[config.mk]
export PLATFORM = sky130hd
export DESIGN_NAME = seq_detect_ctrl
export DESIGN_NICKNAME = d
export VERILOG_FILES = /design/src/rtl/seq_detect_ctrl.sv
export SDC_FILE = /design/constraint.sdc
export NUM_CORES = 1
export LEC_CHECK = 0
export CAP_MARGIN = 20
export CORE_UTILIZATION = 30
export CTS_BUF_LIST = sky130_fd_sc_hd__clkbuf_16
export DETAILED_ROUTE_END_ITERATION = 7
export SYNTH_ARGS = -nofsm -noshare
export SYNTH_HDL_FRONTEND = slang
export SYNTH_SLANG_ARGS = --single-unit
[constraint.sdc]
create_clock -name clk -period 2.7 [get_ports clk]
set_input_delay 0.54 -clock clk [delete_from_list [all_inputs] [get_ports clk]]
set_output_delay 0.54 -clock clk [all_outputs]
set_load 0.02 [all_outputs]
[src/rtl/seq_detect_ctrl.sv]
// Word-to-serial pattern detection controller: accepts a word, scans it
// MSB-first through a programmable matcher, and reports matches per word.
module seq_detect_ctrl #(
  parameter int unsigned DATA_W = 16,
  parameter int unsigned PAT_W  = 4,
  parameter int unsigned CNT_W  = 8
) (
  input  logic                    clk,
  input  logic                    rst,
  input  logic [PAT_W-1:0]        cfg_pattern,
  input  logic [$clog2(PAT_W):0]  cfg_len,
  input  logic                    cfg_overlap,
  input  logic                    in_valid,
  output logic                    in_ready,
  input  logic [DATA_W-1:0]       in_data,
  output logic                    bit_out,
  output logic                    bit_valid,
  output logic                    det,
  output logic                    done,
  output logic [CNT_W-1:0]        match_cnt
);

  localparam int unsigned LEN_W = $clog2(PAT_W) + 1;
  localparam int unsigned IDX_W = $clog2(DATA_W);

  typedef enum logic [1:0] {
    S_IDLE  = 2'd0,
    S_SHIFT = 2'd1,
    S_DONE  = 2'd2
  } state_t;

  state_t             state_q, state_n;
  logic [DATA_W-1:0]  word_q;
  logic [PAT_W-1:0]   pat_q;
  logic [LEN_W-1:0]   len_q;
  logic               ovl_q;
  logic [PAT_W-1:0]   hist_q;
  logic [LEN_W-1:0]   fill_q;
  logic [IDX_W-1:0]   idx_q;

  logic               accept;
  logic               last_bit;
  logic [PAT_W-1:0]   hist_n;
  logic [LEN_W-1:0]   fill_inc;
  logic [PAT_W-1:0]   mask;
  logic               match;
  logic [LEN_W-1:0]   len_clamped;
  logic               in_ready_d;
  logic               bit_valid_d;
  logic               done_d;
  logic               det_d;

  assign accept      = (state_q == S_IDLE) && in_ready && in_valid;
  assign last_bit    = (idx_q == IDX_W'(DATA_W - 1));
  assign len_clamped = (cfg_len > LEN_W'(PAT_W)) ? LEN_W'(PAT_W) : cfg_len;

  // Match evaluation against the history as it will be after this edge
  always_comb begin
    mask     = '0;
    hist_n   = PAT_W'({hist_q, bit_out});
    fill_inc = (fill_q >= LEN_W'(PAT_W)) ? LEN_W'(PAT_W) : fill_q + LEN_W'(1);
    for (int i = 0; i < int'(PAT_W); i++) begin
      mask[i] = (LEN_W'(i) < len_q);
    end
    match = (state_q == S_SHIFT) && (len_q != '0) && (fill_inc >= len_q) &&
            ((hist_n & mask) == (pat_q & mask));
  end

  // State register
  always_ff @(posedge clk or negedge rst) begin
    if (!rst) state_q <= S_IDLE;
    else      state_q <= state_n;
  end

  // Next-state logic
  always_comb begin
    state_n = state_q;
    case (state_q)
      S_IDLE:  if (accept)   state_n = S_SHIFT;
      S_SHIFT: if (last_bit) state_n = S_DONE;
      S_DONE:                state_n = S_IDLE;
      default:               state_n = S_IDLE;
    endcase
  end

  // Output decode: next values of the registered outputs
  always_comb begin
    in_ready_d  = 1'b0;
    bit_valid_d = 1'b0;
    done_d      = 1'b0;
    det_d       = 1'b0;
    in_ready_d  = (state_n == S_IDLE);
    bit_valid_d = (state_n == S_SHIFT);
    done_d      = (state_n == S_DONE);
    det_d       = match;
  end

  // Datapath and output registers
  always_ff @(posedge clk or negedge rst) begin
    if (!rst) begin
      in_ready  <= 1'b0;
      bit_out   <= 1'b0;
      bit_valid <= 1'b0;
      det       <= 1'b0;
      done      <= 1'b0;
      match_cnt <= '0;
      word_q    <= '0;
      pat_q     <= '0;
      len_q     <= '0;
      ovl_q     <= 1'b0;
      hist_q    <= '0;
      fill_q    <= '0;
      idx_q     <= '0;
    end else begin
      in_ready  <= in_ready_d;
      bit_valid <= bit_valid_d;
      done      <= done_d;
      det       <= det_d;
      if (accept) begin
        word_q    <= in_data;
        bit_out   <= in_data[DATA_W-1];
        pat_q     <= cfg_pattern;
        len_q     <= len_clamped;
        ovl_q     <= cfg_overlap;
        hist_q    <= '0;
        fill_q    <= '0;
        match_cnt <= '0;
        idx_q     <= '0;
      end else if (state_q == S_SHIFT) begin
        hist_q  <= hist_n;
        fill_q  <= (match && !ovl_q) ? '0 : fill_inc;
        idx_q   <= idx_q + IDX_W'(1);
        word_q  <= {word_q[DATA_W-2:0], 1'b0};
        bit_out <= last_bit ? 1'b0 : word_q[DATA_W-2];
        if (match && (match_cnt != '1)) begin
          match_cnt <= match_cnt + CNT_W'(1);
        end
      end
    end
  end

endmodule

==> metrics.md, run 1 <==
| Metric | Value |
|---|---|
| Commonest cells after routing, fill and taps aside | `48 x nand2_1, 48 x dfrtp_1, 38 x clkdlybuf4s50_1` |
| Total negative setup slack | `0 ns` |
| Fin util | `0.417` |
| Routed len/inst | `about 12 um` |
| Startpoint Class | `register` |
| Final Instance Count excl. Fillers | `360` |
| Syn. warnings | `0` |
| # hold bufs at CTS | `0` |
| Final Critical Period | `roughly 2.5 ns` |
| Wirelength, routed | `4420 um` |
| Vias | `1719` |
| Vias in the first global route | `1719` |
| Tot GR Track Use | `0.131` |
| Hold Slack | `roughly 0.21 ns` |
| Headroom to the max-slew limit | `0.675` |
| FMAX | `approximately 400 MHz` |
| Avg Vias per Cell | `4.78` |
| WP data required | `2.92 ns` |
| Pins Over Slew Limit | `0` |
| RePlAce Congestion | `0.711` |
| Initial core utilization | `0.316` |
| Antenna violations before repair | `0` |
| H-tree depth | `2` |
| Setup violators final | `0` |
| Root buf cell | `clkbuf_16` |
| Post-CTS Setup Bufs | `0` |
| Area Overhead vs Synth | `32.0%` |
| Top_reg_cell synth | `dfrtp_1` |
| # fillers | `698` |
| Mapped Avg Cell Area | `9.98 um^2` |
| Status | `completed` |
| Register area share after synthesis | `0.547` |
| First-pass GRT wire length | `7750 um` |
| Placed Area | `2710 um^2` |
| Detail Route Antenna Nets | `0` |
| CTS buffer count | `5` |
| Placed insts | `349` |
| Cells after Synth | `220` |
| Crit Path Max Fanout | `10` |
| Std cell rows | `30` |
| Sequential cell area | `1200 um^2` |
| Clk_skew | `0.00571 ns` |
| RSZ-0062 raised after global routing | `false` |
| Leakage | `1.30 nW` |
| Crit share post-route | `0.916` |
| Max cap viols | `0` |
| Final hold vios | `0` |
| IO Port Bufs | `39` |
| Synth cell types | `32` |
| Initial DRC Count | `between 50 and 60` |
| Setup CP Type | `register to register` |
| Multi-input gate area | `923 um^2` |
| Worst hold path class | `input pin to asynchronous set/reset pin` |
| Final instance area | `2900 um^2` |
| Post-Syn Area | `about 2200 um^2` |
| GRT Residual Overflow | `0` |
| Fin nets | `297` |
| VDD IR-drop max | `0.000348 V` |
| Clock buffer depth | `2` |
| Critical path arrival | `2.69 ns` |
| Die height | `87.6 um` |
| DR pass1 iterations | `4` |
| Ys async rst share | `1.00` |
| Largest net degree at the start of global routing | `48` |
| Clk slew on worst S/H paths | `0.07 ns` |
| Syn nets | `254` |
| Diodes inserted | `0` |
| Slew @ Worst Pin | `0.487 ns` |
| Fraction of layout cells with a size suffix above 1 | `0.106` |
| Clk Latency, worst-skew pair | `0.29 ns` |
| Core outline area | `around 6900 um^2` |
| Full die area | `7670 um^2` |
| CTS Sinks | `48` |
| Post-CTS sizing | `0` |
| I/O pin total | `40` |
| Post-synth EDFFs | `0` |
| P per Cell Area | `1090 nW/um^2` |
| CTS tree | `done` |
| Setup crit end kind | `register` |
| Die W | `87.6 um` |
| Remaining DRCs | `0` |
| Synthesis-stage register bit count | `48` |
| Detailed placer's ending HPWL | `2980 um` |
==> where the power goes <==
part,internal (mW),switching (mW)
Combinational,0.566,0.654
Clock,0.440,0.277
Sequential,1.01,0.210
==> synth_stat cells (all sizes together) (3+ instances only) <==
cell type | number | area share
dfrtp | 48 | 0.55
nand2 | 48 | 0.082
a22oi | 14 | 0.048
o21ai | 13 | 0.030
a21oi | 10 | 0.023
clkbuf | 10 | 0.017
inv | 8 | 0.014
ha | 7 | 0.040
nor2 | 6 | 0.010
o31ai | 6 | 0.021
xor2 | 6 | 0.024
mux2 | 5 | 0.026
and3 | 4 | 0.011
or4 | 4 | 0.014
a21o | 3 | 0.010
nand3 | 3 | 0.0091
nand3b | 3 | 0.010
nand4 | 3 | 0.0085
nor2b | 3 | 0.0085
nor3 | 3 | 0.0068
or2 | 3 | 0.0085
==> cells by family after synthesis <==
logic type,Yosys count,share of synthesized area
xor gates and xnor gates,6,0.0239
buffers and inverters,20,0.0359
DFF,48,0.547
and+or+nand+nor,84,0.181
muxes,5,0.0256
adders and majority gates,7,0.0399
AOI/OAI and AO/OA,50,0.147
==> critical path, stage by stage (launching register included) <==
cell,delay [ns]
dfrtp_1,0.41
ha_1,0.22
or2_2,0.28
ha_1,0.30
nand2_1,0.05
o21ai_0,0.24
nand3_2,0.22
or4_1,0.54
a21oi_1,0.15
==> worst paths after layout <==
check	startpoint	to	slack, ns	depth (start not counted)
hold reg to reg	word_q[14]	word_q[14]	0.47	2
max in group asynchronous	rst	fill_q[0]	1.92	2
setup / recovery	fill_q[0]	match_cnt[4]	0.23	8
hold / removal	rst	bit_out	0.21	1
setup reg to reg	fill_q[0]	match_cnt[4]	0.23	8
min in group clk	word_q[14]	word_q[14]	0.47	2
==> state kept, by name, indices dropped and copies added (netlist names), 2 cells and up <==
signal and count:
match_cnt 8, pat_q 4, word_q 15, len_q 3, idx_q 4, state_q 2, fill_q 3, hist_q 3
==> per-layer routing <==
metal	global-route usage	vias to the layer above	share of wire
met5	0	-	0
met4	0.0358	0	0.010
met3	0.0368	5	0.034
met2	0.222	31	0.49
met1	0.164	831	0.47
li1	-	852	-
==> cell type report <==
class | instances | area share
sequential | 48 | 0.414
multi-input combinational | 152 | 0.319
timing repair buffer | 48 | 0.156
clock buffer | 5 | 0.0432
tap | 96 | 0.0414
clock inverter | 3 | 0.0160
inverter | 8 | 0.0104
==> metrics by stage <==
stage | power [mW] | setup slack [ns]
2_1_floorplan | 2.01 | 0.460
3_3_place_gp | 2.40 | 0.214
3_5_place_dp | 2.44 | 0.142
4_1_cts | 3.18 | 0.111
5_1_grt | 3.42 | 0.00910
6_report | 3.16 | 0.228
Note: power is estimated with default switching activity, not from simulation.
==> run 2, diff against run 1 <==
CORE_ASPECT_RATIO = 0.7   (was not set)
SLEW_MARGIN = 20   (was not set)
==> metrics.md, run 2 (same netlist as run 1, synthesis figures left out) <==
| Metric | Value |
|---|---|
| Status | `completed` |
| # fillers | `about 660` |
| Final WS setup | `0.203 ns` |
| Core outline area | `6910 um^2` |
| Clk_skew | `0.00594 ns` |
| Commonest cells after routing, fill and taps aside | `48 x nand2_1, 48 x dfrtp_1, 38 x clkdlybuf4s50_1` |
| Pwr Total | `between 3 and 4 mW` |
| Detail Route Antenna Nets | `0` |
| Detailed placer's ending HPWL | `3170 um` |
| Fin nets | `approximately 300` |
| Largest reg by FF count | `word_q` |
| CTS tree | `done` |
| Final Instance Count excl. Fillers | `359` |
| Crit share post-route | `0.925` |
| Worst hold path class | `input pin to asynchronous set/reset pin` |
| Setup crit end kind | `register` |
| Critical path arrival | `roughly 2.7 ns` |
| Leakage | `1.31 nW` |
| Area Overhead vs Synth | `32.0%` |
| Final Critical Period | `approximately 2.5 ns` |
| Final hold vios | `0` |
| Initial DRC Count | `between 60 and 70` |
| I/O pin total | `40` |
| Headroom to the max-slew limit | `0.569` |
| Worst R2R Setup Slack | `0.20 ns` |
| Hold Slack | `0.276 ns` |
| Initial core utilization | `0.318` |
| DR pass1 iterations | `4` |
| Startpoint Class | `register` |
| Antenna violations before repair | `0` |
| WP data required | `a little under 3 ns` |
| CTS Sinks | `48` |
| Clock buffer depth | `2` |
| Std cell rows | `25` |
| Pre-CTS setup slack | `between 0.15 and 0.2 ns` |
| Die W | `104 um` |
| GR Layer Usage met3 | `0.0382` |
| Diodes inserted | `0` |
| Total negative setup slack | `0 ns` |
| Leading registers by flop count | `word_q (15), match_cnt (8)` |
| Number of flip-flops in the largest register | `15` |
| Tot GR Track Use | `0.130` |
| First-pass GRT wire length | `7670 um` |
| # hold bufs at CTS | `0` |
| Clk slew on worst S/H paths | `0.06 ns` |
| Met1 Use GR | `0.178` |
| Vias | `approximately 1700` |
| H-tree depth | `2` |
| Clk Latency, worst-skew pair | `0.29 ns` |
| Root buf cell | `clkbuf_16` |
| Max cap viols | `0` |
| RePlAce Congestion | `0.699` |
| Largest net degree at the start of global routing | `30` |
| Placed insts | `350` |
| Setup CP Type | `register to register` |
| Setup violators final | `0` |
| Most common cell on crit path | `ha_1` |
| Crit Path Max Fanout | `9` |
| Full die area | `7670 um^2` |
| Pins Over Slew Limit | `0` |
| Fraction of layout cells with a size suffix above 1 | `0.106` |
| Routed len/inst | `~13 um` |
| Crit-path cells | `ha_1 > or2_2 > ha_1 > nand2_1 > o21ai_0 > nand3_2 > buf_4 > or3_1 > a21oi_1` |
| Slew @ Worst Pin | `0.646 ns` |
| Post-CTS sizing | `0` |
| Die height | `73.6 um` |
| Vias in the first global route | `1602` |
| Wirelength, routed | `4660 um` |
| Most Used Layer, Global Route | `met2` |
| CTS buffer count | `5` |
| Max incr delay on CP | `0.40 ns` |
| Remaining DRCs | `0` |
| Slowest-stage cell, CP | `dfrtp_1` |
| GRT met2 Usage | `0.195` |
| Avg Vias per Cell | `4.70` |
| GRT Residual Overflow | `0` |
| P per Cell Area | `1060 nW/um^2` |
| VDD IR-drop max | `0.000321 V` |
| IO Port Bufs | `39` |
| Post-CTS Setup Bufs | `0` |
| FMAX | `400 MHz` |
## run 2: cell type report
cell class / instances / area [um^2] / area share
Sequential cell: 48 / 1200 / 0.414
Multi-Input combinational cell: 152 / 923 / 0.319
Timing Repair Buffer: 50 / 493 / 0.170
Inverter: 8 / 30.0 / 0.0104
Tap cell: 94 / 118 / 0.0406
Clock buffer: 5 / 125 / 0.0432
Clock inverter: 2 / 8.76 / 0.00302
## run 2: through the flow
| stage | cell area (um^2) | utilization |
|---|---|---|
| 2_1_floorplan | 2200 | - |
| 3_3_place_gp | 2750 | 0.398 |
| 3_5_place_dp | 2750 | 0.398 |
| 4_1_cts | 2880 | 0.417 |
| 5_1_grt | 2900 | 0.419 |
| 6_report | 2900 | 0.419 |
## run 2: metal layers
metal  share of wire  routed length (um)
met5               0                   0
met4           0.014                  63
met3           0.043                 200
met2            0.43                1990
met1            0.52                2410
## run 2: report_power, final
part | switching [mW] | internal, mW | total (mW)
logic | 0.667 | 0.593 | 1.26
registers | 0.208 | 1.01 | 1.22
clock network | 0.245 | 0.333 | 0.578
## run 2: worst max-delay path: cells and delay by family, from the launching register on
| kind | cells | cell delay (ns) |
|---|---|---|
| compound gates | 2 | 0.39 |
| simple gates | 4 | 0.89 |
| fa+ha+maj | 2 | 0.51 |
| flops | 1 | 0.40 |
| buf+inv | 1 | 0.23 |
## run 2: worst paths after layout
check                               end  cells after the start  startpoint
min                            pat_q[3]                      1         rst
max                        match_cnt[0]                      9   fill_q[0]
min in group clk             word_q[13]                      2  word_q[13]
min reg2reg                  word_q[13]                      2  word_q[13]
max reg2reg                match_cnt[0]                      9   fill_q[0]
max in group asynchronous    word_q[13]                      2         rst
==> run 3, diff against run 2 <==
CTS_BUF_LIST = not set   (was sky130_fd_sc_hd__clkbuf_16)
GPL_TIMING_DRIVEN = 0   (was not set)
==> metrics.md, run 3 (same netlist as run 1, synthesis figures left out) <==
| Metric | Value |
|---|---|
| Fin nets | `300` |
| Crit share post-route | `0.907` |
| Total negative setup slack | `0 ns` |
| Setup violators final | `0` |
| Antenna violations before repair | `0` |
| GRT Residual Overflow | `0` |
| FMAX | `between 400 and 500 MHz` |
| Tot GR Track Use | `0.134` |
| I/O pin total | `40` |
| Routed len/inst | `13.4 um` |
| Die W | `about 100 um` |
| Leading registers by flop count | `word_q (15), match_cnt (8)` |
| Post-CTS sizing | `0` |
| RePlAce Congestion | `0.737` |
| Clk_skew | `0.00635 ns` |
| Full die area | `7670 um^2` |
| Pins Over Slew Limit | `0` |
| IO Port Bufs | `39` |
| Vias in the first global route | `1675` |
| RSZ-0062 raised after global routing | `false` |
| Critical path arrival | `2.67 ns` |
| Std cell rows | `25` |
| Detailed placer's ending HPWL | `3420 um` |
| Multi-input gate area | `916 um^2` |
| WP data required | `2.92 ns` |
| Die height | `about 74 um` |
| Detail Route Antenna Nets | `0` |
| Initial DRC Count | `106` |
| Final hold vios | `0` |
| Status | `completed` |
| CTS buffer count | `5` |
| Core outline area | `6910 um^2` |
| Worst hold path class | `input pin to asynchronous set/reset pin` |
| Headroom to the max-slew limit | `0.592` |
| Fraction of layout cells with a size suffix above 1 | `0.0674` |
| Placed insts | `353` |
| Setup CP Type | `register to register` |
| Wirelength, routed | `4820 um` |
| Avg Vias per Cell | `approximately 4.8` |
| Vias | `1731` |
| Number of flip-flops in the largest register | `15` |
| Commonest cells after routing, fill and taps aside | `48 x nand2_1, 48 x dfrtp_1, 38 x clkdlybuf4s50_1` |
| Largest reg by FF count | `word_q` |
| Sequential cell area | `1200 um^2` |
| # hold bufs at CTS | `0` |
| H-tree depth | `2` |
| # fillers | `~680` |
| Remaining DRCs | `0` |
| Final Critical Period | `2.45 ns` |
| Slew @ Worst Pin | `0.612 ns` |
| Largest net degree at the start of global routing | `49` |
| DR pass1 iterations | `4` |
| First-pass GRT wire length | `~8000 um` |
| Clock buffer depth | `2` |
| Initial core utilization | `0.318` |
| CTS Sinks | `48` |
| Clk Latency, worst-skew pair | `0.30 ns` |
| Pre-CTS setup slack | `0.166 ns` |
| Max cap viols | `0` |
| CTS tree | `done` |
| Diodes inserted | `0` |
| P per Cell Area | `1060 nW/um^2` |
| Final WS setup | `0.252 ns` |
| Crit Path Max Fanout | `10` |
| Fin util | `0.409` |
| Final Instance Count excl. Fillers | `361` |
| Clk slew on worst S/H paths | `0.09 ns` |
| Root buf cell | `clkbuf_8` |
| Area Overhead vs Synth | `28.8%` |
| Leakage | `approximately 1.3 nW` |
| VDD IR-drop max | `0.000305 V` |
| Startpoint Class | `register` |
| Setup crit end kind | `register` |
| Post-CTS Setup Bufs | `0` |
==> run 3: changes by cell type in the layout (fill, tap and decap cells not counted), sizes merged <==
| cell | before | now |
|---|---|---|
| bufinv | 0 | 1 |
| clkinv | 1 | 0 |
| inv | 9 | 8 |
| clkbuf | 5 | 17 |
| buf | 12 | 3 |
==> run 3: cell type report <==
class / count / share of cell area
plain buffers: 12 / 0.0173
clock buffers: 7 / 0.0341
clock inverters: 1 / 0.0106
inverters: 8 / 0.0106
multi-input cells: 152 / 0.324
flip-flops and latches: 48 / 0.425
well taps: 94 / 0.0416
repair buffers: 39 / 0.137
==> run 3: worst paths after layout <==
path / cells past startpoint / startpoint / slack [ns] / endpoint
max reg2reg: 9 / fill_q[0] / 0.25 / match_cnt[7]
max in group asynchronous: 1 / rst / 2.05 / idx_q[0]
max: 9 / fill_q[0] / 0.25 / match_cnt[7]
min: 1 / rst / 0.25 / bit_valid
min reg2reg: 2 / word_q[14] / 0.48 / word_q[14]
min in group clk: 2 / word_q[14] / 0.48 / word_q[14]
==> run 3: where the power goes <==
group | switching (mW) | internal [mW]
Combinational | 0.676 | 0.530
Sequential | 0.204 | 1.01
Clock | 0.239 | 0.327
==> run 3: through the flow <==
stage          power [mW]  area (um^2)  hold slack, ns
5_1_grt              3.24         2830           0.301
3_3_place_gp         2.42         2700           0.456
2_1_floorplan        2.01         2200           0.244
4_1_cts              3.01         2830           0.271
6_report             2.99         2830           0.248
3_5_place_dp         2.44         2700           0.462
==> run 3: routing by layer <==
layer	wire length [um]	up-vias	track usage
li1	-	863	-
met1	2550	826	0.192
met2	2000	34	0.200
met3	200	8	0.0337
met4	61	0	0.0429
met5	0	-	0
==> run 3: worst max-delay path, stage by stage, from the launching register on <==
cell and delay, ns:
dfrtp_1 0.41, ha_1 0.22, or2_2 0.27, ha_1 0.29
nand2_1 0.05, o21ai_0 0.23, nand3_2 0.19, buf_4 0.22
or3_1 0.34, a21oi_1 0.15
